**config.mk**
```make
export PLATFORM = sky130hd
export DESIGN_NAME = ejtag_mem_bridge
export DESIGN_NICKNAME = d
export VERILOG_FILES = /design/src/rtl/ejtag_mem_bridge.sv
export SDC_FILE = /design/constraint.sdc
export NUM_CORES = 1
export LEC_CHECK = 0
export CAP_MARGIN = 30
export CORE_ASPECT_RATIO = 1.1
export CORE_UTILIZATION = 48
export CTS_BUF_LIST = sky130_fd_sc_hd__clkbuf_8 sky130_fd_sc_hd__clkbuf_16
export DETAILED_ROUTE_END_ITERATION = 8
export GPL_TIMING_DRIVEN = 1
export PLACE_DENSITY = 0.8
export SLEW_MARGIN = 0
export SYNTH_ARGS = -nofsm -noshare
export SYNTH_HDL_FRONTEND = slang
export SYNTH_SLANG_ARGS = --single-unit
```
**constraint.sdc**
```tcl
create_clock -name TCK -period 3.6 [get_ports TCK]
set_input_delay 0.36 -clock TCK [delete_from_list [all_inputs] [get_ports TCK]]
set_output_delay 0.36 -clock TCK [all_outputs]
set_load 0.02 [all_outputs]
```
**src/rtl/ejtag_mem_bridge.sv**
```systemverilog
// EJTAG memory bridge: turns ADDRESS/DATA/CONTROL register updates into
// single byte/half/word bus accesses with status, autoinc and timeout.
//
// Ports:
//   TCK, TRST        clock (rising edge) and async active-low reset
//   upd_addr/addr_in ADDRESS register update pulse and value
//   upd_data/data_in DATA register update pulse and value
//   upd_ctrl/ctrl_in CONTROL update: [0] GO [1] WRITE [3:2] SIZE
//                    [4] AUTOINC [5] CLRERR
//   data_cap         read data (zero-extended lane) for DATA capture
//   ctrl_cap         status: [0] BUSY [1] DONE [2] ERR [3] TIMEOUT
//                    [4] ALIGN [5] OVERRUN [15:8] timeout count
//   busy             access in flight
//   bus_*            request/response bus, one access at a time
module ejtag_mem_bridge #(
  parameter int TIMEOUT = 255
) (
  input  logic        TCK,
  input  logic        TRST,
  input  logic        upd_addr,
  input  logic [31:0] addr_in,
  input  logic        upd_data,
  input  logic [31:0] data_in,
  input  logic        upd_ctrl,
  input  logic [31:0] ctrl_in,
  output logic [31:0] data_cap,
  output logic [31:0] ctrl_cap,
  output logic        busy,
  output logic        bus_req,
  output logic        bus_we,
  output logic [31:0] bus_addr,
  output logic [31:0] bus_wdata,
  output logic [3:0]  bus_be,
  input  logic        bus_ack,
  input  logic        bus_err,
  input  logic [31:0] bus_rdata
);

  localparam logic [31:0] TO = 32'(TIMEOUT);

  typedef enum logic {IDLE, BUS} state_t;

  state_t      state_q, state_d;
  logic [31:0] addr_q, data_q, dcap_q, cnt_q;
  logic [1:0]  size_q;
  logic        we_q, inc_q;
  logic        done_q, err_q, tmo_q, algn_q, ovr_q;

  logic        in_bus, go, clr, misal;
  logic        start, bad, ok, fail;
  logic        tmo_hit, ovr_hit;
  logic [31:0] cnt_inc, step;
  logic [3:0]  be;
  logic [31:0] wdat, rd_lane;
  logic [7:0]  rd_byte, cnt_sat;
  logic        ctrl_unused;

  assign ctrl_unused = ^ctrl_in[31:6];

  assign in_bus  = (state_q == BUS);
  assign go      = upd_ctrl & ctrl_in[0];
  assign clr     = upd_ctrl & ctrl_in[5];
  assign start   = ~in_bus & go & ~misal;
  assign bad     = ~in_bus & go & misal;
  assign ok      = in_bus & bus_ack & ~bus_err;
  assign fail    = in_bus & bus_err;
  assign cnt_inc = cnt_q + 32'd1;
  // ack/err in the same cycle beat the timeout
  assign tmo_hit = in_bus & ~bus_ack & ~bus_err
                 & (cnt_inc >= TO);
  assign ovr_hit = in_bus & (upd_addr | upd_data | go);

  // alignment uses the already-latched address
  always_comb begin
    misal = 1'b0;
    unique case (ctrl_in[3:2])
      2'b00: misal = 1'b0;
      2'b01: misal = addr_q[0];
      2'b10: misal = |addr_q[1:0];
      2'b11: misal = 1'b1;
    endcase
  end

  always_comb begin
    rd_byte = bus_rdata[7:0];
    unique case (addr_q[1:0])
      2'b00: rd_byte = bus_rdata[7:0];
      2'b01: rd_byte = bus_rdata[15:8];
      2'b10: rd_byte = bus_rdata[23:16];
      2'b11: rd_byte = bus_rdata[31:24];
    endcase
  end

  always_comb begin
    be      = 4'b1111;
    wdat    = data_q;
    rd_lane = bus_rdata;
    step    = 32'd4;
    unique case (size_q)
      2'b00: begin
        be      = 4'b0001 << addr_q[1:0];
        wdat    = {4{data_q[7:0]}};
        rd_lane = {24'd0, rd_byte};
        step    = 32'd1;
      end
      2'b01: begin
        be      = addr_q[1] ? 4'b1100 : 4'b0011;
        wdat    = {2{data_q[15:0]}};
        rd_lane = addr_q[1] ? {16'd0, bus_rdata[31:16]}
                            : {16'd0, bus_rdata[15:0]};
        step    = 32'd2;
      end
      default: begin
        be      = 4'b1111;
        wdat    = data_q;
        rd_lane = bus_rdata;
        step    = 32'd4;
      end
    endcase
  end

  always_ff @(posedge TCK or negedge TRST) begin
    if (!TRST) state_q <= IDLE;
    else       state_q <= state_d;
  end

  always_comb begin
    state_d = state_q;
    unique case (1'b1)
      (state_q == IDLE): if (start) state_d = BUS;
      (state_q == BUS):
        if (bus_ack | bus_err | tmo_hit) state_d = IDLE;
    endcase
  end

  always_ff @(posedge TCK or negedge TRST) begin
    if (!TRST) begin
      addr_q <= '0;
      data_q <= '0;
      dcap_q <= '0;
      cnt_q  <= '0;
      size_q <= '0;
      we_q   <= 1'b0;
      inc_q  <= 1'b0;
      done_q <= 1'b0;
      err_q  <= 1'b0;
      tmo_q  <= 1'b0;
      algn_q <= 1'b0;
      ovr_q  <= 1'b0;
    end else begin
      if (!in_bus && upd_addr) addr_q <= addr_in;
      if (!in_bus && upd_data) data_q <= data_in;
      if (!in_bus && go) done_q <= 1'b0;
      if (start) begin
        we_q   <= ctrl_in[1];
        size_q <= ctrl_in[3:2];
        inc_q  <= ctrl_in[4];
        cnt_q  <= '0;
      end
      if (in_bus && !bus_ack && !bus_err)
        cnt_q <= cnt_inc;
      if (ok) begin
        done_q <= 1'b1;
        if (!we_q) dcap_q <= rd_lane;
        if (inc_q) addr_q <= addr_q + step;
      end
      // clear first, a same-edge event re-sets the bit
      err_q  <= (err_q  & ~clr) | fail;
      tmo_q  <= (tmo_q  & ~clr) | tmo_hit;
      algn_q <= (algn_q & ~clr) | bad;
      ovr_q  <= (ovr_q  & ~clr) | ovr_hit;
    end
  end

  assign cnt_sat = (|cnt_q[31:8]) ? 8'hFF : cnt_q[7:0];

  assign bus_req   = in_bus;
  assign busy      = in_bus;
  assign bus_we    = in_bus & we_q;
  assign bus_addr  = in_bus ? addr_q : '0;
  assign bus_be    = in_bus ? be : '0;
  assign bus_wdata = in_bus ? wdat : '0;
  assign data_cap  = dcap_q;
  assign ctrl_cap  = {16'd0, cnt_sat, 2'b00, ovr_q, algn_q,
                      tmo_q, err_q, done_q, in_bus};

endmodule
```
# Yosys cells after proc, flatten, opt, wreduce, memory -nomap -nowiden
# Cells that the tools add are included.
[totals]
register_bits = 138
wordCells = 93
inputBits = 135
output_inout_bits = 135
[classes]
eq_ne = 7
n_addsub = 2
muxes = 22
n_reduce_logical = 16
shifts = 1
bitwise_logic = 31
magnitude_cmp = 1
[ops]
columns = ["operator", "n"]
rows = [
  ["two-way mux 32 bit", 7],
  ["one-hot mux 32 bit (2 select lines)", 2],
  ["adder 32 x 1 -> 32 bit, second input constant", 1],
  ["adder 32 bit", 1],
  ["greater-or-equal comparator 32 x 8 -> 1 bit, second input constant", 1],
  ["one-hot mux 8 bit (4 select lines)", 1],
  ["OR reduction 24 bit", 1],
  ["bitwise AND 1 bit", 17],
  ["two-way mux 16 bit", 1],
  ["== test 2 bit, second input constant", 4],
  ["two-way mux 4 bit", 2],
  ["two-way mux 8 bit", 1],
  ["OR 1 bit", 8],
  ["one-hot mux 4 bit (2 select lines)", 1],
  ["== test 2 x 1 -> 1 bit, second input constant", 3],
  ["logical NOT 2 bit", 3],
  ["NOT 1 bit", 6],
  ["one-hot mux 3 bit (2 select lines)", 1],
  ["logical AND 1 bit", 5],
  ["two-way mux 1 bit", 4],
  ["one-hot mux 1 bit (4 select lines)", 1],
  ["nonzero test 2 bit", 2],
  ["<< shifter 1 x 2 -> 4 bit, first input constant", 1],
  ["logical NOT 1 bit", 3],
  ["other kinds (3)", 3],
]

# Longest topological paths before layout
[depth]
depth_word = 7
ltp_mapped = 12
mapped_depth_nobuf = 11

# Least setup slack after synthesis
# No wires, ideal clock.
[synth_path]
path_kind = "flip-flop to flip-flop"
startpoint = "register size_q[0]"
endpoint = "register addr_q[30]"
stages_incl_launch_ff = 13
synth_period_minus_slack_ns = 3.204
arrival_time_ns = 3.118
t_required_ns = 3.514
slack_ns = 0.396
n_path_buf = 1
setup_time_ns = 0.086
cell_sequence = "dfrtp_1 > buf_1 > nor2_1 > ha_1 > inv_1 > fa_1 > nor2b_1 > o211ai_1 > or4_4 > nor2_4 > nand3_2 > o211a_1 > nor3_1"
[synth_between]
elab_chain_cells = 5
elab_cells_between_ends = 6
cone_classes = "add/sub: 1; eq/ne: 1; mux: 3; reduce/logical: 1"
[synth_lines]
columns = ["item", "line", "text"]
rows = [
  ["start, declared", "45", "logic [1:0] size_q;"],
  ["start signal, assigned", "156", "size_q <= ctrl_in[3:2];"],
  ["== test 2 x 1 -> 1 bit / logical NOT 2 bit (equally long branches)", "99", "unique case (size_q)"],
  ["one-hot mux 3 bit (2 select lines) (*)", "99", ""],
  ["adder 32 bit (*)", "165", "if (inc_q) addr_q <= addr_q + step;"],
  ["two-way mux 32 bit (*)", "165", ""],
  ["two-way mux 32 bit (*)", "162", "if (ok) begin"],
  ["end signal, assigned", "151", "if (!in_bus && upd_addr) addr_q <= addr_in;"],
  ["end signal, assigned", "165", ""],
  ["end, declared", "44", "logic [31:0] addr_q, data_q, dcap_q, cnt_q;"],
]
# Mark *: on every way between the ends. The rest lies on a longest branch, timed or not.
# A chain may end at the register's enable or synchronous reset.

# Worst setup path in the final report
[layout_path]
startpoint = "register cnt_q[15]"
endpoint = "output ctrl_cap[9]"
[layout_between]
elab_chain_cells = 2
[layout_lines]
columns = ["item", "line", "text"]
rows = [
  ["start, declared", "44", ""],
  ["start signal, assigned", "161", "cnt_q <= cnt_inc;"],
  ["OR reduction 24 bit", "175", "assign cnt_sat = (|cnt_q[31:8]) ? 8'hFF : cnt_q[7:0];"],
  ["two-way mux 8 bit", "175", ""],
  ["end, declared", "27", "output logic [31:0] ctrl_cap,"],
]
# No other way between the ends.

==> impl_metrics.env <==
export IMPL_grt_antenna_before_repair=0
export IMPL_grtUsageTotal=0.2760
export IMPL_power_ir_vdd_worst_v=0.0003563
export IMPL_drtPass1Iterations=6
export IMPL_post_route_cells_drive_above_1_share=0.09729
export IMPL_worst_slew_pin_slew_ps=895.5
export IMPL_setup_worst_path_class="reg -> out"
export IMPL_synth_area_top_cells="sky130_fd_sc_hd__dfrtp_1 (40%), sky130_fd_sc_hd__o21ai_0 (6.6%), sky130_fd_sc_hd__nand2_1 (5.4%)"
export IMPL_port_buffers=225
export IMPL_final_setup_violation_count=0
export IMPL_synthArstFlopShare=1.000
export IMPL_crit_chain="nor4_1 > nand3_1 > or3_1 > clkdlybuf4s50_1"
export IMPL_pin_count_of_the_biggest_net_entering_global_routing=92
export IMPL_gpl_wtd_cong=0.9460
export IMPL_yosys_warnings=0
export IMPL_powerDensity_nw_per_um2=525.6
export IMPL_antenna_left=0
export IMPL_slew_headroom=0.4030
export IMPL_timing_setup_tns_ps=0
export IMPL_dominantRegCellSynth="sky130_fd_sc_hd__dfrtp_1"
export IMPL_finalClockSkew_ps=8.924
export IMPL_regArea_um2=3456
export IMPL_worstPathBufferInverterCount=1
export IMPL_syn_cell_area_um2=8533
export IMPL_cts_root_buffer="sky130_fd_sc_hd__clkbuf_16"
export IMPL_floorplan_io_pins=270
export IMPL_synth_cell_types=66
export IMPL_synthesized_instance_count=983
export IMPL_postCtsHoldBufs=0
export IMPL_wire_length_per_cell_um=17.68
export IMPL_critical_path_peak_fanout=12
export IMPL_detail_route_iter0_violations=786
export IMPL_hold_viol=0
export IMPL_initial_core_util=0.4960
export IMPL_num_nets_final=1313
export IMPL_post_synth_xor_area_fraction=0.008211
export IMPL_avgSynthCellArea_um2=8.681
export IMPL_fraction_of_the_yosys_area_taken_by_sequential_cells=0.4047
export IMPL_finalCritPeriodShare=0.8501
export IMPL_total_wire_length_mm=25.03
export IMPL_vias_in_the_first_global_route=7780
export IMPL_num_fill_cells=1394
export IMPL_cts_repair_timing_setup_buffer_count=0
export IMPL_critPathTopFamily="simple AND/OR/NAND/NOR gates"
export IMPL_yosys_area_share_adder=0.01261
export IMPL_p_leak_uw=0.004663
export IMPL_clkSinkCount=138
export IMPL_place_inst=1385
export IMPL_worst_path_arrival_ps=2700
export IMPL_h_tree_depth=4
export IMPL_worst_skew_late_latency_ps=430
export IMPL_n_antenna_cell=0
export IMPL_post_cts_resized=0
export IMPL_rows=50
export IMPL_floorplan_die_area_um2=18320
export IMPL_post_drt_via_cell_ratio=5.787
export IMPL_die_height_um=141.8
export IMPL_synth_edf_count=0
export IMPL_synth_area_mux_share=0.07815
export IMPL_place_detailed_hpwl_mm=17.60
export IMPL_synth_top_area_cell="sky130_fd_sc_hd__dfrtp_1"
export IMPL_routed_via_count=8195
export IMPL_grt_remaining_overflow=0
export IMPL_slowest_delay_ps=550
export IMPL_drcViolationCount=0
export IMPL_result_of_the_run="finished clean"
export IMPL_cp_slowest_cell="sky130_fd_sc_hd__clkdlybuf4s50_1"
export IMPL_synth_compound_area_share=0.1855
export IMPL_multi_input_area_um2=4613
export IMPL_timing_final_crit_period_ps=3060
export IMPL_clk_pin_slew_ps=60
export IMPL_hold_path_class="in -> async"
export IMPL_setup_repair_after_global_routing_missed_its_margin="no"
export IMPL_cp_end_kind="output port"
export IMPL_area_growth_synth_to_final_pct=35.03
export IMPL_synth_simple_gate_area_share=0.2477
export IMPL_grt_pass1_wl_mm=39.73
export IMPL_dieWidth_um=129.1
export IMPL_clock_fmax_mhz=326.8
export IMPL_crit_path_start_kind="register"
export IMPL_stdcell_count=1416
export IMPL_core_area_um2=17200
export IMPL_synth_top_family_by_area="simple AND/OR/NAND/NOR gates"
export IMPL_ys_ff_latch=138
export IMPL_clock_tree_buffer_depth=2
export IMPL_max_cap_violations=0
export IMPL_final_max_slew_violation_count=0
export IMPL_worst_endpoint_required_ps=3240
export IMPL_layout_core_utilization=0.6697
export IMPL_tritoncts="done"
export IMPL_synth_top_area_frac=0.4047
export IMPL_cts_buffers=17
-- metal layers --
metal	wire length (um)	track usage	vias to the layer above
met5	0	0	-
met4	637	0.1034	0
met3	1829	0.06033	51
met2	12020	0.4510	360
met1	10540	0.3564	3922
li1	-	-	3862
-- sequential cells by signal, summed over array words and instances, names as in the netlist --
| signal | cells |
|---|---|
| we_q | 1 |
| size_q | 2 |
| ovr_q | 1 |
| cnt_q | 32 |
| inc_q | 1 |
| tmo_q | 1 |
| addr_q | 32 |
| bus_req | 1 |
| algn_q | 1 |
| data_cap | 32 |
| done_q | 1 |
| err_q | 1 |
| data_q | 32 |
-- cell usage after synthesis (all sizes together), types with 7 or more instances --
master	n
a211oi	19
a21boi	8
a21oi	27
a22oi	8
a31oi	12
and2	58
and3	12
buf	44
clkbuf	50
dfrtp	138
ha	7
inv	15
mux2	37
mux2i	25
nand2	123
nand3	32
nand4	22
nor2	78
nor2b	15
nor3	21
nor4	19
o21ai	112
o22ai	12
o31a	11
o31ai	9
or3	13
-- logic make-up (layout without fill, tap and decap cells) --
logic type                 after synthesis  after routing
and+or+nand+nor                        405            405
AOI/OAI and AO/OA                      252            252
DFF                                    138            138
buffers and inverters                  109            291
muxes                                   62             62
adders and majority gates                8              8
xor gates and xnor gates                 8              8
other                                    1             18
-- per-stage QoR --
step                      power (uW)  area, um^2  setup slack [ps]  hold slack, ps
after global routing            6358       11520             357.2           61.53
final                           6056       11520             539.7           2.005
after detailed placement        4016       10830             602.1           469.8
after CTS                       6092       11520             583.4           60.44
after floorplan                 3156        8597             396.2           64.41
after global placement          3976       10830             689.0           460.9
-- worst paths after layout --
kind / startpoint / cells past startpoint / slack [ps] / endpoint
max reg2reg: size_q[0] / 10 / 560 / addr_q[30]
max in group asynchronous: TRST / 2 / 2850 / data_cap[30]
min in group TCK: data_cap[30] / 2 / 480 / data_cap[30]
min: TRST / 1 / 2 / cnt_q[7]
max: cnt_q[15] / 4 / 540 / ctrl_cap[9]
min reg2reg: data_cap[30] / 2 / 480 / data_cap[30]
-- power breakdown --
| group | internal (uW) | switching, uW |
|---|---|---|
| clock network | 1380 | 675 |
| logic | 901 | 1030 |
| registers | 1840 | 237 |
| total | 4120 | 1940 |
-- cells in the final DEF (no fill, tap or decap), types with 6 or more instances in the layout --
cell type | synthesis | routed
sky130_fd_sc_hd__mux2i_1 | 25 | 25
sky130_fd_sc_hd__nor3_1 | 20 | 20
sky130_fd_sc_hd__o22ai_1 | 12 | 12
sky130_fd_sc_hd__a31oi_1 | 12 | 12
sky130_fd_sc_hd__ha_1 | 7 | 7
sky130_fd_sc_hd__clkdlybuf4s50_1 | 0 | 224
sky130_fd_sc_hd__xor2_1 | 6 | 6
sky130_fd_sc_hd__conb_1 | 1 | 18
sky130_fd_sc_hd__nor2_1 | 77 | 77
sky130_fd_sc_hd__a211oi_1 | 19 | 19
sky130_fd_sc_hd__a311oi_1 | 6 | 6
sky130_fd_sc_hd__mux2_2 | 37 | 37
sky130_fd_sc_hd__dfrtp_1 | 138 | 136
sky130_fd_sc_hd__a21boi_0 | 8 | 8
sky130_fd_sc_hd__clkbuf_16 | 0 | 17
sky130_fd_sc_hd__and2_1 | 57 | 57
sky130_fd_sc_hd__and3_1 | 11 | 11
sky130_fd_sc_hd__nand4_1 | 19 | 19
sky130_fd_sc_hd__a22oi_1 | 8 | 8
sky130_fd_sc_hd__a21oi_1 | 27 | 27
sky130_fd_sc_hd__or3_1 | 13 | 13
sky130_fd_sc_hd__nand3_1 | 29 | 29
sky130_fd_sc_hd__o221a_2 | 6 | 6
sky130_fd_sc_hd__nor2b_1 | 15 | 13
sky130_fd_sc_hd__o31a_1 | 11 | 11
sky130_fd_sc_hd__inv_1 | 15 | 17
sky130_fd_sc_hd__buf_4 | 30 | 19
sky130_fd_sc_hd__nor4_1 | 13 | 13
sky130_fd_sc_hd__nand2_1 | 122 | 122
sky130_fd_sc_hd__o31ai_1 | 9 | 9
sky130_fd_sc_hd__o21ai_0 | 112 | 112
sky130_fd_sc_hd__bufinv_16 | 0 | 7
-- area by class of cell --
| cell class | instances | share of cell area |
|---|---|---|
| Clock inverter | 13 | 0.02161 |
| Clock buffer | 18 | 0.03811 |
| Tap cell | 234 | 0.02541 |
| Timing Repair Buffer | 245 | 0.2097 |
| Multi-Input combinational cell | 753 | 0.4004 |
| Sequential cell | 138 | 0.2999 |
| Inverter | 15 | 0.004887 |
(Power assumes the default switching activity.)
